### config.mk
export PLATFORM = sky130hd
export DESIGN_NAME = mips_regfile
export DESIGN_NICKNAME = d
export VERILOG_FILES = /design/src/rtl/mips_rf_pkg.sv /design/src/rtl/mips_rf_read_port.sv /design/src/rtl/mips_regfile.sv
export SDC_FILE = /design/constraint.sdc
export NUM_CORES = 2
export LEC_CHECK = 0
export CORE_MARGIN = 10
export CORE_UTILIZATION = 30
export CTS_CLUSTER_SIZE = 30
export DETAILED_ROUTE_END_ITERATION = 6
export PLACE_DENSITY = 0.54
export RECOVER_POWER = 100
export SLEW_MARGIN = 10
export SYNTH_ARGS = -nofsm -noshare
export SYNTH_HDL_FRONTEND = slang
export SYNTH_SLANG_ARGS = --single-unit
### constraint.sdc
create_clock -name clk -period 3.8 [get_ports clk]
set_input_delay 0.38 -clock clk [delete_from_list [all_inputs] [get_ports clk]]
set_output_delay 0.38 -clock clk [all_outputs]
set_load 0.01 [all_outputs]
### src/rtl/mips_rf_pkg.sv
// Shared definitions for the MIPS register file: default geometry and
// architectural register names used by decode logic and benches.
package mips_rf_pkg;

  localparam int RF_DATA_W   = 32'd32;
  localparam int RF_NUM_REGS = 32'd32;
  localparam int RF_ADDR_W   = 32'd5;

  localparam int REG_ZERO = 32'd0;

  localparam int T0 = 32'd8;
  localparam int T1 = 32'd9;
  localparam int T2 = 32'd10;
  localparam int T3 = 32'd11;
  localparam int T4 = 32'd12;
  localparam int T5 = 32'd13;
  localparam int T6 = 32'd14;
  localparam int T7 = 32'd15;
  localparam int S0 = 32'd16;
  localparam int S1 = 32'd17;
  localparam int S2 = 32'd18;
  localparam int S3 = 32'd19;
  localparam int S4 = 32'd20;
  localparam int S5 = 32'd21;
  localparam int S6 = 32'd22;
  localparam int S7 = 32'd23;
  localparam int SP = 32'd29;
  localparam int RA = 32'd31;

endpackage

### src/rtl/mips_rf_read_port.sv
// One combinational read port: r0 forcing, same-cycle write forwarding and
// selection of stored data plus its busy flag.
module mips_rf_read_port
  import mips_rf_pkg::*;
#(
  parameter int DATA_W   = RF_DATA_W,
  parameter int NUM_REGS = RF_NUM_REGS,
  parameter int ADDR_W   = RF_ADDR_W,
  parameter int BYPASS   = 32'd1
) (
  input  logic [ADDR_W-1:0]   raddr,
  input  logic [DATA_W-1:0]   regs [NUM_REGS],
  input  logic [NUM_REGS-1:0] busy,
  input  logic                we,
  input  logic [ADDR_W-1:0]   waddr,
  input  logic [DATA_W-1:0]   wdata,
  output logic [DATA_W-1:0]   rdata,
  output logic                rbusy
);

  logic bypass_hit_s;

  // A write landing this edge is also the value the consumer should see now
  assign bypass_hit_s = (BYPASS != 32'd0) && we && (waddr == raddr);

  // Port output selection: r0, forwarded write, or stored entry
  always_comb begin
    rdata = '0;
    rbusy = 1'b0;
    if (raddr == ADDR_W'(REG_ZERO)) begin
      rdata = '0;
      rbusy = 1'b0;
    end else if (bypass_hit_s) begin
      rdata = wdata;
      rbusy = 1'b0;
    end else begin
      rdata = regs[raddr];
      rbusy = busy[raddr];
    end
  end

endmodule

### src/rtl/mips_regfile.sv
// Synchronous MIPS register file with N read ports, one write port and a
// per-register busy scoreboard for decode-stage hazard detection.
module mips_regfile
  import mips_rf_pkg::*;
#(
  parameter int DATA_W   = RF_DATA_W,
  parameter int NUM_REGS = RF_NUM_REGS,
  parameter int ADDR_W   = RF_ADDR_W,
  parameter int NUM_RD   = 32'd2,
  parameter int BYPASS   = 32'd1
) (
  input  logic                     clk,
  input  logic                     rst_n,
  input  logic                     we,
  input  logic [ADDR_W-1:0]        waddr,
  input  logic [DATA_W-1:0]        wdata,
  input  logic [NUM_RD*ADDR_W-1:0] raddr,
  output logic [NUM_RD*DATA_W-1:0] rdata,
  output logic [NUM_RD-1:0]        rbusy,
  input  logic                     issue,
  input  logic [ADDR_W-1:0]        issue_dst,
  output logic                     any_busy
);

  logic [DATA_W-1:0]   regs_r [NUM_REGS];
  logic [NUM_REGS-1:0] busy_r;
  logic [NUM_REGS-1:0] busy_nxt_s;
  logic [NUM_REGS-1:0] wr_clr_s;
  logic [NUM_REGS-1:0] iss_set_s;
  logic                any_busy_r;
  logic                wr_ok_s;
  logic                iss_ok_s;

  assign wr_ok_s  = we && (waddr != ADDR_W'(REG_ZERO));
  assign iss_ok_s = issue && (issue_dst != ADDR_W'(REG_ZERO));

  // Set applied after clear so a same-edge issue keeps the register busy
  assign wr_clr_s   = wr_ok_s  ? (NUM_REGS'(1) << waddr)     : '0;
  assign iss_set_s  = iss_ok_s ? (NUM_REGS'(1) << issue_dst) : '0;
  assign busy_nxt_s = ((busy_r & ~wr_clr_s) | iss_set_s) & ~NUM_REGS'(1);

  // Data array; entry 0 is never written and so stays zero
  always_ff @(posedge clk or negedge rst_n) begin
    if (!rst_n) begin
      for (int i = 0; i < NUM_REGS; i++) begin
        regs_r[i] <= '0;
      end
    end else if (wr_ok_s) begin
      regs_r[waddr] <= wdata;
    end
  end

  // Busy scoreboard and its registered summary
  always_ff @(posedge clk or negedge rst_n) begin
    if (!rst_n) begin
      busy_r     <= '0;
      any_busy_r <= 1'b0;
    end else begin
      busy_r     <= busy_nxt_s;
      any_busy_r <= |busy_nxt_s;
    end
  end

  assign any_busy = any_busy_r;

  for (genvar g = 0; g < NUM_RD; g++) begin : g_rd
    mips_rf_read_port #(
      .DATA_W  (DATA_W),
      .NUM_REGS(NUM_REGS),
      .ADDR_W  (ADDR_W),
      .BYPASS  (BYPASS)
    ) u_rd (
      .raddr(raddr[g*ADDR_W +: ADDR_W]),
      .regs (regs_r),
      .busy (busy_r),
      .we   (we),
      .waddr(waddr),
      .wdata(wdata),
      .rdata(rdata[g*DATA_W +: DATA_W]),
      .rbusy(rbusy[g])
    );
  end

endmodule

== Word-level counts from Yosys, hierarchy flattened ==
Index checks and enable logic that the tools add are counted.
Widths: inputs -> output; s select.

* $lt $le $gt $ge: 6
* Equality and inequality tests: 2
* Shift-type cells: 2
* Mux-type cells: 23
* Bitwise gates (word level): 6
* Reductions and logical operators: 10

{| class="wikitable"
|+ Operator list
! operator !! count
|-
| $bwmux 1024 || 1
|-
| $mux 32 || 11
|-
| $bmux 32 s5 || 2
|-
| $demux 32 s5 || 1
|-
| $shl 1x5->32 const A || 2
|-
| $and 32x32->32 || 1
|-
| $not 32->32 || 1
|-
| $or 32x32->32 || 1
|-
| $reduce_or 31->1 || 1
|-
| $ge 6x6->1 const B || 3
|-
| $not 5->6 || 3
|-
| $lt 5x6->1 const B || 2
|-
| $bmux 1 s5 || 2
|-
| $eq 5x5->1 || 2
|-
| $logic_not 5->1 || 2
|-
| $reduce_bool 5->1 || 2
|-
| $lt 6x1->1 const B || 1
|-
| $mux 1 || 6
|-
| $logic_and 1x1->1 || 5
|}

* Bits in registers: 1,056
* Input port bits: 56
* Output and inout port bits: 67
* Logic and storage cells: 83

== Depth between registers and ports, before layout ==
* Depth in word-level cells: 7
* Depth in mapped cells: 11
* Gate-level depth less buffers: 5

== Hierarchy ==
A second synthesis with hierarchy kept.

* Cells, all modules: 4,001
* Area total of the unflattened synthesis: 57,208.6 um^2

{| class="wikitable"
|+ Modules (own cells, without submodules)
! module !! times used !! cells an instance !! area each (um^2) !! sequential area each (um^2)
|-
| mips_regfile || 1 || 2,401 || 39,218.9 || 26,425.3
|-
| mips_rf_read_port || 2 || 800 || 8,994.9 || 0.0
|}

== Worst setup path after synthesis ==
Ideal clock, no wire load.

* Path type: input-to-output
* Start point: input raddr[5]
* End point: output rbusy[1]
* Arrival: 2.109 ns
* Required time: 3.420 ns
* Slack: 1.311 ns
* Stages on the path: 8
* Buffers on the path: 4
* Cell sequence: buf_2 > buf_2 > buf_2 > mux4_2 > mux4_2 > mux2i_1 > nor2_1 > buf_4

* Longest elaborated chain between the ends: 4
* Elaborated cells on any way between the ends: 7
* Classes of those cells: eq/ne (1); mux (4); reduce/logical (2)

{| class="wikitable"
|+ RTL lines
! item !! RTL line !! RTL
|-
| from (decl) || mips_regfile.sv:17 || <nowiki>input logic [NUM_RD*ADDR_W-1:0] raddr,</nowiki>
|-
| $bmux 1 s5 or $eq 5x5->1 (tied branches) || mips_rf_read_port.sv:38, mips_rf_read_port.sv:24 ||
|-
| $mux 1 (not written as such) or $logic_and 1x1->1 (tied branches) || mips_rf_read_port.sv:38, mips_rf_read_port.sv:24 ||
|-
| $mux 1 || mips_rf_read_port.sv:33 || <nowiki>end else if (bypass_hit_s) begin</nowiki>
|-
| $mux 1 * || mips_rf_read_port.sv:30 || <nowiki>if (raddr == ADDR_W'(REG_ZERO)) begin</nowiki>
|-
| to (decl) || mips_regfile.sv:19 || <nowiki>output logic [NUM_RD-1:0] rbusy,</nowiki>
|}

Mark *: on every way between the ends. The rest lies on a longest branch, timed or not. The select of a mux whose other input is x is not followed.

== Final worst setup path ==
* Start point: input raddr[8]
* End point: output rdata[46]

* Longest elaborated chain between the ends: 6
* Elaborated cells on any way between the ends: 9
* Classes of those cells: eq/ne (1); mux (5); bitwise (1); reduce/logical (2)

{| class="wikitable"
|+ RTL lines
! item !! RTL line !! RTL
|-
| $not 5->6 (not written as such) || mips_rf_read_port.sv:37 || <nowiki>rdata = regs[raddr];</nowiki>
|-
| $bmux 32 s5 || mips_rf_read_port.sv:37 ||
|-
| $mux 32 (not written as such) (2 in series) || mips_rf_read_port.sv:37 ||
|-
| $mux 32 || mips_rf_read_port.sv:33 ||
|-
| $mux 32 * || mips_rf_read_port.sv:30 ||
|-
| to (decl) || mips_regfile.sv:18 || <nowiki>output logic [NUM_RD*DATA_W-1:0] rdata,</nowiki>
|}

Marks and branches as above.

==> results.md <==
- IO Pins: 123
- Crit end category: primary output
- Synth cell types: 67
- Fin Clk Skew: roughly 0.012 ns
- Worst setup path category: in2out
- Synth Register Bits: between 1000 and 1500
- Die area: ~210000 µm²
- Rel. slew slack: -61.4%
- Pwr dens: about 510 nW/µm²
- First-pass GRT wire length: slightly below 300000 µm
- Avg Synthesized Cell Area: about 15 µm²
- Effective utilization at floorplan: 30.2%
- Core Util, Final: between 30% and 40%
- H-Tree Depth: 3
- Clock share of power: 34.2%
- Design area: between 60000 and 70000 µm²
- Placement Rows: about 160
- Post-DP Area: 62400 µm²
- Mapped Nets: between 3000 and 4000
- Routed wire length: about 200000 µm
- Main synth FF type: dfrtp_1
- Register area share after synthesis: between 40 and 50%
- RSZ-0062 raised after global routing: no
- 1st-iter DRT viols: a little over 3000
- Area added between synthesis and finish: 14.9%
- RR Endpoint: any_busy$_DFF_PN0_
- Vias per cell: ~5.7
- Core area: ~190000 µm²
- Synth area leader: dfrtp_1
- WL per Instance: about 31 µm
- Pwr Total: between 30 and 40 mW
- Largest cells by area after synthesis: dfrtp_1 (46%), mux2_2 (19%), mux4_2 (19%), mux2i_1 (2.1%), buf_2 (1.6%)
- # port buffers: between 100 and 150
- Clock sinks: about 1100
- Gate Count Post-Synth: approximately 3800
- Vias in the first global route: 38400
- Crit share post-route: between 90% and 100%
- Clock Latency Late Sink: a little over 0.7 ns
- Worst-Margin Slew: approximately 2.4 ns
- Status: finished, violations left
- Largest net degree at the start of global routing: approximately 110
- RD Place Congestion: 0.798
- Hold Path End: regs_r[1001]$_DFFE_PN0P_
- Hold Path Depth: 0
- Largest fanout on the critical path: 19
- Die X: roughly 460 µm
- Post-route ant nets: 0
- DR pass1 iterations: 6
- Cell-internal power: 24.3 mW
- Post-CTS setup buffer count: 0
- Initial antenna violation count: 15
- Worst R2R Start: busy_r[30]$_DFF_PN0_
- WP data required: ~3.4 ns
- TritonCTS buffer count: 110
- Leakage power: 27.6 nW
- Register-to-Register Setup Slack: about 2.3 ns
- HP Start: regs_r[1001]$_DFFE_PN0P_
- Drt drc: 0
- Number of flops mapped to enable cells by yosys: 0
- Sequential power share: 44.4%
- Total global routing track utilization: between 10% and 20%
- # fillers: roughly 18000
- Most numerous cell in the Yosys netlist: dfrtp_1
- Psw: 9.27 mW
- Startpoint types: primary input
- Asr flop ratio synth: 100%
- Post-synth top area share: between 40% and 50%
- Die height: 456 µm
- Logic pwr share: a little over a fifth
- Reg2Reg Depth: 4
- Fmax: ~0.27 GHz
- Mapped cell area: 56900 µm²
- Max Cap Violations: 28
- Max VDD drop: around 0.00037 V
- Dpl hpwl: between 100000 and 150000 µm
- Final Max Tran Viols: approximately 750
- Clock transition at the registers of the reported paths: approximately 0.060 ns
- GRT overflow: 0
- Final setup vio count: 0
- Max Buffers Root-to-Sink: 3
- Most instantiated cells after synthesis: dfrtp_1 (1056), mux2_2 (982), mux4_2 (491)
- Final hold vios: 0
- Hold Crit Class: reg2reg
- Nets: slightly below 4000
- Failing checks: capacitance limit, slew limit
- Final min period: between 3 and 4 ns
- Setup TNS: 0 ns
- Share of cells above drive strength 1: roughly 49%
- Via count: between 30000 and 40000
- Total number of yosys warnings: 0
- CP arrival: around 3.4 ns
- Net Sw Frac: 27.6%
- Root Driver: clkbuf_16
- CTS tree: built
[worst max path at each step]
| stage | start | endpoint | slack (ns) | cells past startpoint |
|---|---|---|---|---|
| floorplan | raddr[5] | rbusy[1] | 1.31 | 8 |
| global placement | raddr[1] | rdata[31] | -0.07 | 11 |
| detailed placement | raddr[1] | rdata[31] | -0.07 | 11 |
| CTS | waddr[0] | rdata[1] | 0.01 | 8 |
| global route | waddr[0] | rdata[1] | 0.008 | 8 |
| finish | raddr[8] | rdata[46] | 0.04 | 8 |
[metal layers]
metal | GRT usage, % | wire length (µm) | vias to the layer above
met1 | 24.4 | 82800 | 20300
li1 | - | - | 15100
met5 | 0 | 28 | -
met4 | 7.28 | 8540 | 4
met2 | 31.6 | 97900 | 1393
met3 | 3.02 | 12500 | 381
[what timing repair did]
action,in CTS,in global routing
hold buffers,1,0
endpoints found under the setup margin,1,2
resized for setup,1,2
hold endpoints to repair,50,0
[flip-flops by register name (all words and copies together), names as in the netlist]
signal / count
any_busy: 1
busy_r: 31
regs_r: 1024
[power by group through the flow]
stage          logic [mW]  registers (mW)  clock network [mW]
2_1_floorplan        5.22            14.5                   0
3_3_place_gp         7.15            15.0                   0
3_5_place_dp         7.26            15.1                   0
4_1_cts              7.28            14.9                11.7
5_1_grt              7.66            15.2                12.1
6_report             7.17            14.9                11.5
[cell usage in the layout (no fill, tap or decap), drive strengths merged, types with 8 or more instances in the layout]
cell type,instances
clkinv,23
and2,14
o2111ai,11
clkdlybuf4s50,83
mux4,503
o21ai,46
mux2i,120
mux2,998
nand3,44
bufinv,11
a21oi,44
nor2b,15
a22oi,71
a31oi,8
dlygate4sd3,30
nor3,9
clkbuf,228
dfrtp,1056
nand2b,18
a221oi,18
xnor2,10
o22ai,63
nor2,36
nor4,12
buf,214
inv,17
a211oi,63
nand2,105
a22o,43
nand4,10
[metrics by stage]
step	setup slack [ns]	cells	hold WS [ns]
6_report	0.0423	6489	0.394
5_1_grt	0.00795	6487	0.409
4_1_cts	0.0122	6486	0.269
3_5_place_dp	-0.0651	6284	0.384
3_3_place_gp	-0.0699	6284	0.376
2_1_floorplan	1.31	3829	0.0844
[area by class of cell]
cell class / instances / area, µm² / area share, %
clock inverters: 45 / 548 / 0.838
flip-flops and latches: 1056 / 26400 / 40.4
diodes: 3 / 7.51 / 0.0115
clock buffers: 156 / 3220 / 4.92
repair buffers: 399 / 3700 / 5.65
inverters: 13 / 48.8 / 0.0746
multi-input cells: 2322 / 28300 / 43.3
well taps: 2495 / 3120 / 4.77
[critical path: stages]
cell and delay, ns:
clkdlybuf4s50_1 0.62, buf_4 0.27, nand2b_1 0.41, buf_12 0.27
o22ai_1 0.10, a211oi_1 0.41, a22o_1 0.26, dlygate4sd3_1 0.63
[logic make-up (layout without fill, tap and decap cells)]
kind of cell	count (synthesis)	after routing	share of synthesized area, %
xor gates and xnor gates	10	10	0.154
AOI/OAI and AO/OA	398	398	4.95
DFF	1056	1056	46.4
muxes	1621	1621	41.8
buffers and inverters	451	613	4.00
other	0	3	0
and+or+nand+nor	293	293	2.64
Power figures use the tool's default switching activity.
